==> src/rtl/sp_ram8x16_frame_ctrl_if.sv <==
// Sample stream bundle for the frame buffer controller: input stream (s_*) and output stream (m_*).
// The master side is the environment (source and sink); the slave side is the controller.
interface sp_ram8x16_frame_ctrl_if #(
  parameter int unsigned DW = 16
) ();
  logic          s_valid;
  logic          s_ready;
  logic [DW-1:0] s_data;
  logic          m_valid;
  logic          m_ready;
  logic [DW-1:0] m_data;

  modport master (
    output s_valid, s_data, m_ready,
    input  s_ready, m_valid, m_data
  );

  modport slave (
    input  s_valid, s_data, m_ready,
    output s_ready, m_valid, m_data
  );
endinterface

==> src/rtl/sp_ram8x16_frame_ctrl.sv <==
// Frame buffer controller around a single-port RAM: fills DEPTH samples at sequential addresses,
// then drains them back in address order through a valid/ready output stream.
module sp_ram8x16_frame_ctrl #(
  parameter int unsigned DW    = 16,
  parameter int unsigned AW    = 3,
  parameter int unsigned DEPTH = 8
) (
  input  logic                          wclk,
  input  logic                          rst,
  sp_ram8x16_frame_ctrl_if.slave        bus,
  output logic [AW-1:0]                 ram_addr,
  output logic [DW-1:0]                 ram_din,
  output logic                          ram_we,
  input  logic [DW-1:0]                 ram_dout,
  output logic                          busy,
  output logic [7:0]                    frames_done
);

  typedef enum logic [2:0] {
    StFill,
    StFlush,
    StRdWait,
    StRdCapt,
    StOut
  } state_e;

  localparam logic [AW-1:0] LastPtr = AW'(DEPTH - 1);

  state_e        state_q, state_d;
  logic [AW-1:0] wr_ptr_q, wr_ptr_d;
  logic [AW-1:0] rd_ptr_q, rd_ptr_d;
  logic [AW-1:0] ram_addr_q, ram_addr_d;
  logic [DW-1:0] ram_din_q, ram_din_d;
  logic          ram_we_q, ram_we_d;
  logic          m_valid_q, m_valid_d;
  logic [DW-1:0] m_data_q, m_data_d;
  logic [7:0]    frames_q, frames_d;

  always_ff @(posedge wclk or posedge rst) begin
    if (rst) begin
      state_q    <= StFill;
      wr_ptr_q   <= '0;
      rd_ptr_q   <= '0;
      ram_addr_q <= '0;
      ram_din_q  <= '0;
      ram_we_q   <= 1'b0;
      m_valid_q  <= 1'b0;
      m_data_q   <= '0;
      frames_q   <= '0;
    end else begin
      state_q    <= state_d;
      wr_ptr_q   <= wr_ptr_d;
      rd_ptr_q   <= rd_ptr_d;
      ram_addr_q <= ram_addr_d;
      ram_din_q  <= ram_din_d;
      ram_we_q   <= ram_we_d;
      m_valid_q  <= m_valid_d;
      m_data_q   <= m_data_d;
      frames_q   <= frames_d;
    end
  end

  always_comb begin
    state_d    = state_q;
    wr_ptr_d   = wr_ptr_q;
    rd_ptr_d   = rd_ptr_q;
    ram_addr_d = ram_addr_q;
    ram_din_d  = ram_din_q;
    // Write strobe is a one-cycle pulse following each accept
    ram_we_d   = 1'b0;
    m_valid_d  = m_valid_q;
    m_data_d   = m_data_q;
    frames_d   = frames_q;

    unique case (state_q)
      StFill: begin
        if (bus.s_valid) begin
          ram_addr_d = wr_ptr_q;
          ram_din_d  = bus.s_data;
          ram_we_d   = 1'b1;
          if (wr_ptr_q == LastPtr) begin
            wr_ptr_d = '0;
            state_d  = StFlush;
          end else begin
            wr_ptr_d = wr_ptr_q + AW'(1);
          end
        end
      end
      StFlush: begin
        ram_addr_d = '0;
        rd_ptr_d   = '0;
        state_d    = StRdWait;
      end
      StRdWait: begin
        state_d = StRdCapt;
      end
      StRdCapt: begin
        m_data_d  = ram_dout;
        m_valid_d = 1'b1;
        state_d   = StOut;
      end
      StOut: begin
        if (bus.m_ready) begin
          m_valid_d = 1'b0;
          if (rd_ptr_q == LastPtr) begin
            rd_ptr_d = '0;
            frames_d = frames_q + 8'd1;
            state_d  = StFill;
          end else begin
            rd_ptr_d   = rd_ptr_q + AW'(1);
            ram_addr_d = rd_ptr_q + AW'(1);
            state_d    = StRdWait;
          end
        end
      end
      default: begin
        state_d = StFill;
      end
    endcase
  end

  assign bus.s_ready  = (state_q == StFill);
  assign bus.m_valid  = m_valid_q;
  assign bus.m_data   = m_data_q;
  assign ram_addr     = ram_addr_q;
  assign ram_din      = ram_din_q;
  assign ram_we       = ram_we_q;
  assign frames_done  = frames_q;
  assign busy         = !((state_q == StFill) && (wr_ptr_q == '0));

endmodule
==> src/flat_wrapper.sv <==
// flat-port wrapper written by rule: the top's interface ports become plain ports
module sp_ram8x16_frame_ctrl_flat 
#(
  parameter int unsigned DW    = 16,
  parameter int unsigned AW    = 3,
  parameter int unsigned DEPTH = 8
)
  (wclk, rst, ram_addr, ram_din, ram_we, ram_dout, busy, frames_done, bus_s_valid, bus_s_data, bus_m_ready, bus_s_ready, bus_m_valid, bus_m_data);
  sp_ram8x16_frame_ctrl_if #(.DW(DW)) bus_i ();
  input  logic wclk;
  input  logic rst;
  output logic [AW-1:0] ram_addr;
  output logic [DW-1:0] ram_din;
  output logic ram_we;
  input  logic [DW-1:0] ram_dout;
  output logic busy;
  output logic [7:0] frames_done;
  input wire logic [$bits(bus_i.s_valid)-1:0] bus_s_valid;
  input wire logic [$bits(bus_i.s_data)-1:0] bus_s_data;
  input wire logic [$bits(bus_i.m_ready)-1:0] bus_m_ready;
  output wire logic [$bits(bus_i.s_ready)-1:0] bus_s_ready;
  output wire logic [$bits(bus_i.m_valid)-1:0] bus_m_valid;
  output wire logic [$bits(bus_i.m_data)-1:0] bus_m_data;
  assign bus_i.s_valid = bus_s_valid;
  assign bus_i.s_data = bus_s_data;
  assign bus_i.m_ready = bus_m_ready;
  assign bus_s_ready = bus_i.s_ready;
  assign bus_m_valid = bus_i.m_valid;
  assign bus_m_data = bus_i.m_data;
  sp_ram8x16_frame_ctrl #(.DW(DW), .AW(AW), .DEPTH(DEPTH)) u_core (.wclk(wclk), .rst(rst), .bus(bus_i), .ram_addr(ram_addr), .ram_din(ram_din), .ram_we(ram_we), .ram_dout(ram_dout), .busy(busy), .frames_done(frames_done));
endmodule
==> config.mk <==
export PLATFORM = sky130hd
export DESIGN_NAME = sp_ram8x16_frame_ctrl_flat
export DESIGN_NICKNAME = d
export VERILOG_FILES = /design/src/rtl/sp_ram8x16_frame_ctrl_if.sv /design/src/rtl/sp_ram8x16_frame_ctrl.sv /design/src/flat_wrapper.sv
export SDC_FILE = /design/constraint.sdc
export NUM_CORES = 1
export LEC_CHECK = 0
export CORE_ASPECT_RATIO = 1.1
export CORE_MARGIN = 5
export CORE_UTILIZATION = 45
export DETAILED_ROUTE_END_ITERATION = 8
export GPL_ROUTABILITY_DRIVEN = 0
export HOLD_SLACK_MARGIN = 0.1
export MAX_ROUTING_LAYER = met4
export PLACE_DENSITY = 0.79
export SKIP_CTS_REPAIR_TIMING = 1
export SLEW_MARGIN = 20
export SYNTH_ARGS = -nofsm -noshare
export SYNTH_HDL_FRONTEND = slang
export SYNTH_SLANG_ARGS = --single-unit
==> constraint.sdc <==
create_clock -name wclk -period 2.25 [get_ports wclk]
set_input_delay 0.45 -clock wclk [delete_from_list [all_inputs] [get_ports wclk]]
set_output_delay 0.45 -clock wclk [all_outputs]
set_load 0.01 [all_outputs]
* Word-level counts from Yosys, hierarchy flattened *
Cells that the tools add are included.

storage, ports and cells
  register bits = 54
  input bits = 36
  output and inout bits = 47
  logic and storage cells = 52

operators by class
  add/sub/neg operators = 3
  equal/unequal tests = 10
  multiplexer cells = 17
  reduce and logical (&&, ||, !) cells = 13

operator list
  cell                                                   count
  2-to-1 mux 3 bit                                       9
  case mux 3 bit (5 select lines)                        1
  == test 3 bit, second input constant                   3
  case mux 3 bit (3 select lines)                        1
  adder 8 x 1 -> 8 bit, second input constant            1
  adder 3 x 1 -> 3 bit, second input constant            2
  == test 3 x 2 -> 1 bit, second input constant          2
  logical NOT 3 bit                                      2
  inequality test 2 bit, second input constant           3
  case mux 3 bit (2 select lines)                        1
  AND reduction 2 bit                                    3
  AND reduction 3 bit                                    2
  AND reduction 4 bit                                    1
  nonzero test 2 bit                                     2
  == test 3 x 1 -> 1 bit, second input constant          1
  2-to-1 mux 1 bit                                       3
  nonzero test 3 bit                                     1
  2-to-1 mux 2 bit                                       1
  inequality test 2 x 1 -> 1 bit, second input constant  1
  case mux 1 bit (2 select lines)                        1
  logical AND 1 bit                                      1
  logical NOT 1 bit                                      1

* Logic depth before layout (Yosys ltp) *
Gate-level depths: netlist of run 1.

  depth after elaboration = 4
  mapped depth = 5
  gate-level depth less buffers = 5

* Worst setup path after synthesis of run 1 *
No wires, ideal clock.

  path kind = register to register
  start = register u_core.rd_ptr_q[0]
  end = register u_core.ram_addr_q[0] (netlist: u_core.ram_addr[0])
  library setup time = 0.125 ns
  arrival = 1.599 ns
  data required time = 2.125 ns
  path slack = 0.526 ns
  stages on the path, launching flop included = 6
  path buffers = 0
  clock period less this slack = 1.724 ns
  path through = dfrtp_1 > ha_1 > ha_1 > nand4bb_1 > a21oi_2 > mux2_2

between the ends
  cells in the longest elaborated chain, start to end = 4
  elaborated cells on any way between the ends = 7
  classes of those cells = 1 x add/sub; 2 x eq/ne; 3 x mux; 1 x reduce/logical

ends and longest elaborated chain
  what                             line                          source
  start: declaration               sp_ram8x16_frame_ctrl.sv:31   logic [AW-1:0] rd_ptr_q, rd_ptr_d;
  start signal: assignment         sp_ram8x16_frame_ctrl.sv:53   rd_ptr_q <= rd_ptr_d;
  adder 3 x 1 -> 3 bit             sp_ram8x16_frame_ctrl.sv:111  ram_addr_d = rd_ptr_q + AW'(1);
  2-to-1 mux 3 bit                 sp_ram8x16_frame_ctrl.sv:105  if (rd_ptr_q == LastPtr) begin
  2-to-1 mux 3 bit                 sp_ram8x16_frame_ctrl.sv:103  if (bus.m_ready) begin
  case mux 3 bit (3 select lines)  sp_ram8x16_frame_ctrl.sv:75   unique case (state_q)
  end signal: assignment           sp_ram8x16_frame_ctrl.sv:54   ram_addr_q <= ram_addr_d;
  end: declaration                 sp_ram8x16_frame_ctrl.sv:32   logic [AW-1:0] ram_addr_q, ram_addr_d;

Several ways; a longest one is shown, not always the timed one. The select of a mux whose other input is x is not followed.
A chain may end at the register's enable or synchronous reset.

* Final worst setup path of run 1 *
  start = register u_core.state_q[0]
  end = output port busy

between the ends
  cells in the longest elaborated chain, start to end = 3

ends and longest elaborated chain
  what                      line                          source
  start: declaration        sp_ram8x16_frame_ctrl.sv:29   state_e state_q, state_d;
  start signal: assignment  sp_ram8x16_frame_ctrl.sv:41   state_q <= StFill;
  start signal: assignment  sp_ram8x16_frame_ctrl.sv:51   state_q <= state_d;
  logical NOT 3 bit         sp_ram8x16_frame_ctrl.sv:129  assign busy = !((state_q == StFill) && (wr_ptr_q == '0));
  logical AND 1 bit         sp_ram8x16_frame_ctrl.sv:129
  logical NOT 1 bit         sp_ram8x16_frame_ctrl.sv:129
  end: declaration          flat_wrapper.sv:16            output logic busy;

Every way passes these cells.

==> flow_summary.yaml, run 1 <==
timing:
  tightest_slew_ns: 0.3846
  tns_ns: 0
  skew_ns: 0.003572
  fin_crit_sh: 0.9499
  rsz0062_at_grt: "false"
  final-max-slew-violation-count: 0
  setup_viol: 0
  period_minus_slack_ns: 2.137
  hold_viol: 0
  slew_headroom: 0.7432
  max_freq_mhz: 467.9
global_route:
  grt_start_max_net_pins: 39
  grt_usage: 0.1583
  gr-total-overflow: 0
  antenna_found_initial: 0
  grt_pass1_wl_um: 8459
  first_global_vias: 1792
detailed_routing:
  drt_iter0_drc: 110
  drt-wirelength-per-cell_um: 14.81
  vias: 1678
  routed_wl_um: 5065
  drc: 0
  via_per_inst: 4.906
  drt_pre_antenna_iters: 4
  antenna_left: 0
critical_path:
  cp.required_ns: 1.80
  critPathArrivalTime_ns: 1.69
  rrSetupSlack_ns: 0.41
  crit_start: "u_core.state_q[0]"
  critPathKind: "reg2out"
  reg2reg_to: "u_core.ram_addr[2]"
  rr_startpoint: "u_core.rd_ptr_q[0]"
  cp_max_fo: 5
  critPathLaunchType: "flop"
  worst_setup_path_end_kind: "primary output"
  reg2regPathDepth: 5
cts:
  cts_sinks: 54
  cts-root-buf: "clkbuf_8"
  path_clk_slew_ns: 0.10
  cts_buffers: 5
  cts_tree: "yes"
  clock_latency_ns: 0.30
  clockBufferDepth: 2
  h-tree-depth: 2
placement:
  dp_hpwl_um: 3704
  io_buffers: 82
  place_inst: 334
run_status:
  status: "finished, final reports clean"
floorplanning:
  start_util: 0.4582
  die_w_um: 80.44
  die-area_sq_mm: 0.007037
  ios: 83
  rows: 28
  core_sq_mm: 0.005360
  die_y_um: 87.49
hold_path:
  hold_path_class: "in2async"
synthesis:
  ys_seq_elements: 54
  synth_edf_count: 0
  ys_seq_area_frac: 0.5502
  synth_fp_nets: 223
  syn_inst: 181
  yosysWarnings: 0
  netlist_area_sq_mm: 0.002456
  synth_cell_types: 41
  avgSynthCellArea_sq_um: 13.57
  ys.flop_type: "dfrtp_1"
  async_reset_ff_frac: 1.000
final_layout:
  seqCellArea_sq_mm: 0.001351
  area_growth_pct: 41.42
  fill_cells: 423
  fin_util: 0.6480
  drive_above_1_share: 0.1835
  stdcell_count: 342
  multiInputGateArea_sq_um: 999.7
  antenna_cells: 0
  finalNetCount: 308
flow_run:
  drv_cap: 0
power_and_ir_drop:
  ir_worst_vdd_uv: 642.3
  p_leak_uw: 0.001474
  power.density_mw_per_mm2: 1305
[layout make-up]
class	count	area share
sequential	54	0.3891
multi-input combinational	114	0.2878
timing repair buffer	87	0.2507
tap	75	0.02702
clock buffer	6	0.02378
clock inverter	2	0.01729
inverter	4	0.004323
[worst max-delay path by stage]
stage                            end  slack (ns)  cells after the start
2_1_floorplan   u_core.bus.m_data[0]        0.49                      1
3_3_place_gp   u_core.frames_done[1]        0.31                      4
3_5_place_dp   u_core.frames_done[1]        0.28                      4
4_1_cts                         busy        0.08                      3
5_1_grt                         busy       0.003                      3
6_report                        busy        0.11                      3
[stage by stage]
| step | cell area, sq um | total power, uW | hold slack, ns | setup slack [ns] |
|---|---|---|---|---|
| 6_report | 3473 | 4534 | 0.4404 | 0.1127 |
| 5_1_grt | 3473 | 4837 | 0.4616 | 0.002647 |
| 4_1_cts | 3473 | 4599 | 0.4445 | 0.08451 |
| 3_5_place_dp | 3331 | 3792 | 0.4712 | 0.2786 |
| 3_3_place_gp | 3331 | 3736 | 0.4576 | 0.3079 |
| 2_1_floorplan | 2456 | 2857 | 0.4926 | 0.4854 |
[flip-flops by register name, summed over array words and instances (netlist names)]
name	flops
u_core.bus.m_valid	1
u_core.rd_ptr_q	3
u_core.ram_din	16
u_core.wr_ptr_q	3
u_core.bus.m_data	16
u_core.state_q	3
u_core.frames_done	8
u_core.ram_addr	3
u_core.ram_we	1
[power by group]
part,internal [uW],leakage [uW],switching [uW]
combinational,1260,0.000747,879
clock,474,0.0000714,312
sequential,1380,0.000656,230
[Yosys cell counts (4+ instances only)]
| cell type | count | share of area |
|---|---|---|
| mux2_2 | 24 | 0.11 |
| dfrtp_1 | 54 | 0.55 |
| ha_1 | 6 | 0.031 |
| nand2_1 | 6 | 0.0092 |
| mux2_1 | 12 | 0.055 |
| a21oi_1 | 4 | 0.0082 |
| nor2_1 | 6 | 0.0092 |
| inv_1 | 4 | 0.0061 |
| nand3b_1 | 4 | 0.012 |
| buf_6 | 6 | 0.028 |
| xor2_1 | 7 | 0.025 |
[worst max-delay path: stages (launching register included)]
cell	delay (ns)
dfrtp_1	0.40
nor3_2	0.35
nand3b_1	0.13
clkdlybuf4s50_1	0.51
[logic make-up after synthesis]
| group | share of synthesized area |
|---|---|
| AND/OR/NAND/NOR | 0.1243 |
| buffers and inverters | 0.04279 |
| XOR/XNOR | 0.02496 |
| flip-flops | 0.5502 |
| adder cells (fa/ha/maj) | 0.03056 |
| AO/OA/AOI/OAI | 0.05604 |
| multiplexers | 0.1712 |
[per-layer routing]
metal	vias to the layer above	wire length [um]	track usage
met1	817	2114	0.1945
met3	5	277	0.04348
met5	-	0	-
li1	818	-	-
met4	0	53	0.04147
met2	38	2620	0.2583
[cell usage in the layout (no fill, tap or decap), types with 2 or more instances in the layout]
master / n
clkdlybuf4s50_1: 82
dfrtp_1: 54
mux2_2: 24
mux2_1: 12
xor2_1: 7
nor2_1: 6
nand2_1: 6
ha_1: 6
clkbuf_8: 6
a21oi_1: 4
nand3b_1: 4
buf_4: 4
nor3_2: 3
nor3_1: 3
o21ai_0: 3
nor3b_1: 3
nand3_1: 3
nand4_1: 3
inv_1: 3
nor4bb_1: 2
a22o_1: 2
a211o_1: 2
nand4bb_1: 2
bufinv_16: 2
(Power assumes the default switching activity.)
==> run 2, diff against run 1 <==
Settings changed: CTS_CLUSTER_SIZE from default to 16.
==> results of run 2 <==
The final DEF is identical to that of run 1; final timing and power are the same.
==> run 3, diff against run 2 <==
Settings changed: CORE_UTILIZATION 45 to 47, CTS_BUF_LIST from default to sky130_fd_sc_hd__clkbuf_2 sky130_fd_sc_hd__clkbuf_4 sky130_fd_sc_hd__clkbuf_8, PLACE_DENSITY 0.79 to 0.82.
==> run 3 against run 2 <==
Against the previous run:
- first-iteration DRC count down 13%
- global-route usage is 0.79 points higher
- register-to-register slack about the same
- largest power group unchanged
==> flow_summary.yaml, run 3 (synthesis gave the netlist of run 1 again) <==
floorplanning:
  start_util: 0.4879
  core_sq_mm: 0.005034
  die_w_um: 78.93
  ios: 83
  die-area_sq_mm: 0.006773
  rows: 27
  die_y_um: 85.82
final_layout:
  final_cell_mix: "82 x clkdlybuf4s50_1, 54 x dfrtp_1, 24 x mux2_2"
  stdcell_count: 324
  final_common_cell: "clkdlybuf4s50_1"
  finalNetCount: 308
  drive_above_1_share: 0.1805
  antenna_cells: 0
  area_growth_pct: 38.16
cts:
  clockBufferDepth: 2
  cts_tree: "yes"
  clock_latency_ns: 0.30
  h-tree-depth: 2
  path_clk_slew_ns: 0.09
  cts_buffers: 5
  cts-root-buf: "clkbuf_8"
  cts_sinks: 54
detailed_routing:
  vias: 1703
  drt_iter0_drc: 96
  via_per_inst: 5.256
  drt_pre_antenna_iters: 4
  antenna_left: 0
  routed_wl_um: 4945
  drt-wirelength-per-cell_um: 15.26
  drc: 0
power_and_ir_drop:
  ir_worst_vdd_uv: 705.2
  p_leak_uw: 0.001448
  power.density_mw_per_mm2: 1258
timing:
  max_freq_mhz: 474.0
  skew_ns: 0.01068
  rsz0062_at_grt: "false"
  tightest_slew_ns: 0.3531
  setup_viol: 0
  worst_hold_slack_ns: 0.4847
  tns_ns: 0
  period_minus_slack_ns: 2.110
  final-max-slew-violation-count: 0
  hold_viol: 0
  fin_crit_sh: 0.9377
  slew_headroom: 0.7633
global_route:
  gr-total-overflow: 0
  grt_start_max_net_pins: 55
  first_global_vias: 1811
  grt_usage: 0.1662
  grt_pass1_wl_um: 8652
  antenna_found_initial: 0
flow_run:
  drv_cap: 0
run_status:
  status: "finished, final reports clean"
placement:
  dp_hpwl_um: 3578
  io_buffers: 82
  place_inst: 317
critical_path:
  cp_max_fo: 5
  critPathArrivalTime_ns: 1.66
  worst_setup_path_end_kind: "primary output"
  critPathKind: "reg2out"
  critPathLaunchType: "flop"
  cp.required_ns: 1.80
hold_path:
  hold_path_class: "reg2reg"
run 3: changes by cell type in the layout (fill, tap and decap cells not counted):
cell / change
bufinv_16: -2
clkbuf_4: +2
clkbuf_8: -1
run 3: per-stage QoR:
| stage | setup slack (ns) | util | power, uW | instance area, sq um |
|---|---|---|---|---|
| 5_1_grt | 0.05414 | 0.6741 | 4598 | 3393 |
| 6_report | 0.1402 | 0.6741 | 4270 | 3393 |
| 4_1_cts | 0.1040 | 0.6741 | 4331 | 3393 |
| 3_5_place_dp | 0.2931 | 0.6575 | 3779 | 3309 |
| 2_1_floorplan | 0.4854 | - | 2857 | 2456 |
| 3_3_place_gp | 0.2928 | 0.6575 | 3735 | 3309 |
run 3: cell type report:
class | instances | area (sq um)
repair buffers | 87 | 870.8
inverters | 4 | 15.01
clock buffers | 7 | 83.83
flip-flops and latches | 54 | 1351
multi-input cells | 114 | 999.7
well taps | 58 | 72.57
fillers | 385 | 1640
run 3: power by group:
group / leakage [uW] / internal, uW / switching [uW]
logic: 0.000747 / 1250 / 866
registers: 0.000656 / 1380 / 230
clock network: 0.0000452 / 240 / 297
run 3: critical path: stages, from the launching register on:
cell and delay (ns):
dfrtp_1 0.40, nor3_2 0.35, clkdlybuf4s50_1 0.62
run 3: final timing paths:
| kind | to | depth (start not counted) | startpoint | slack, ns |
|---|---|---|---|---|
| worst max-delay path | bus_s_ready | 2 | u_core.state_q[0] | 0.14 |
| worst max register to register | u_core.ram_addr[0] | 5 | u_core.rd_ptr_q[0] | 0.41 |
| max in group asynchronous | u_core.bus.m_data[13] | 3 | rst | 1.51 |
| worst min-delay path | u_core.frames_done[7] | 1 | u_core.frames_done[7] | 0.48 |
| min in group asynchronous | u_core.ram_din[11] | 3 | rst | 0.49 |
| worst min register to register | u_core.frames_done[7] | 1 | u_core.frames_done[7] | 0.48 |
run 3: layer usage:
layer  GRT usage  vias up  routed length [um]
met5           -        -                   0
met4     0.04844        0                  85
met3     0.04727        6                 252
met2      0.2664       37                2464
met1      0.2059      849                2142
li1            -      811                   -
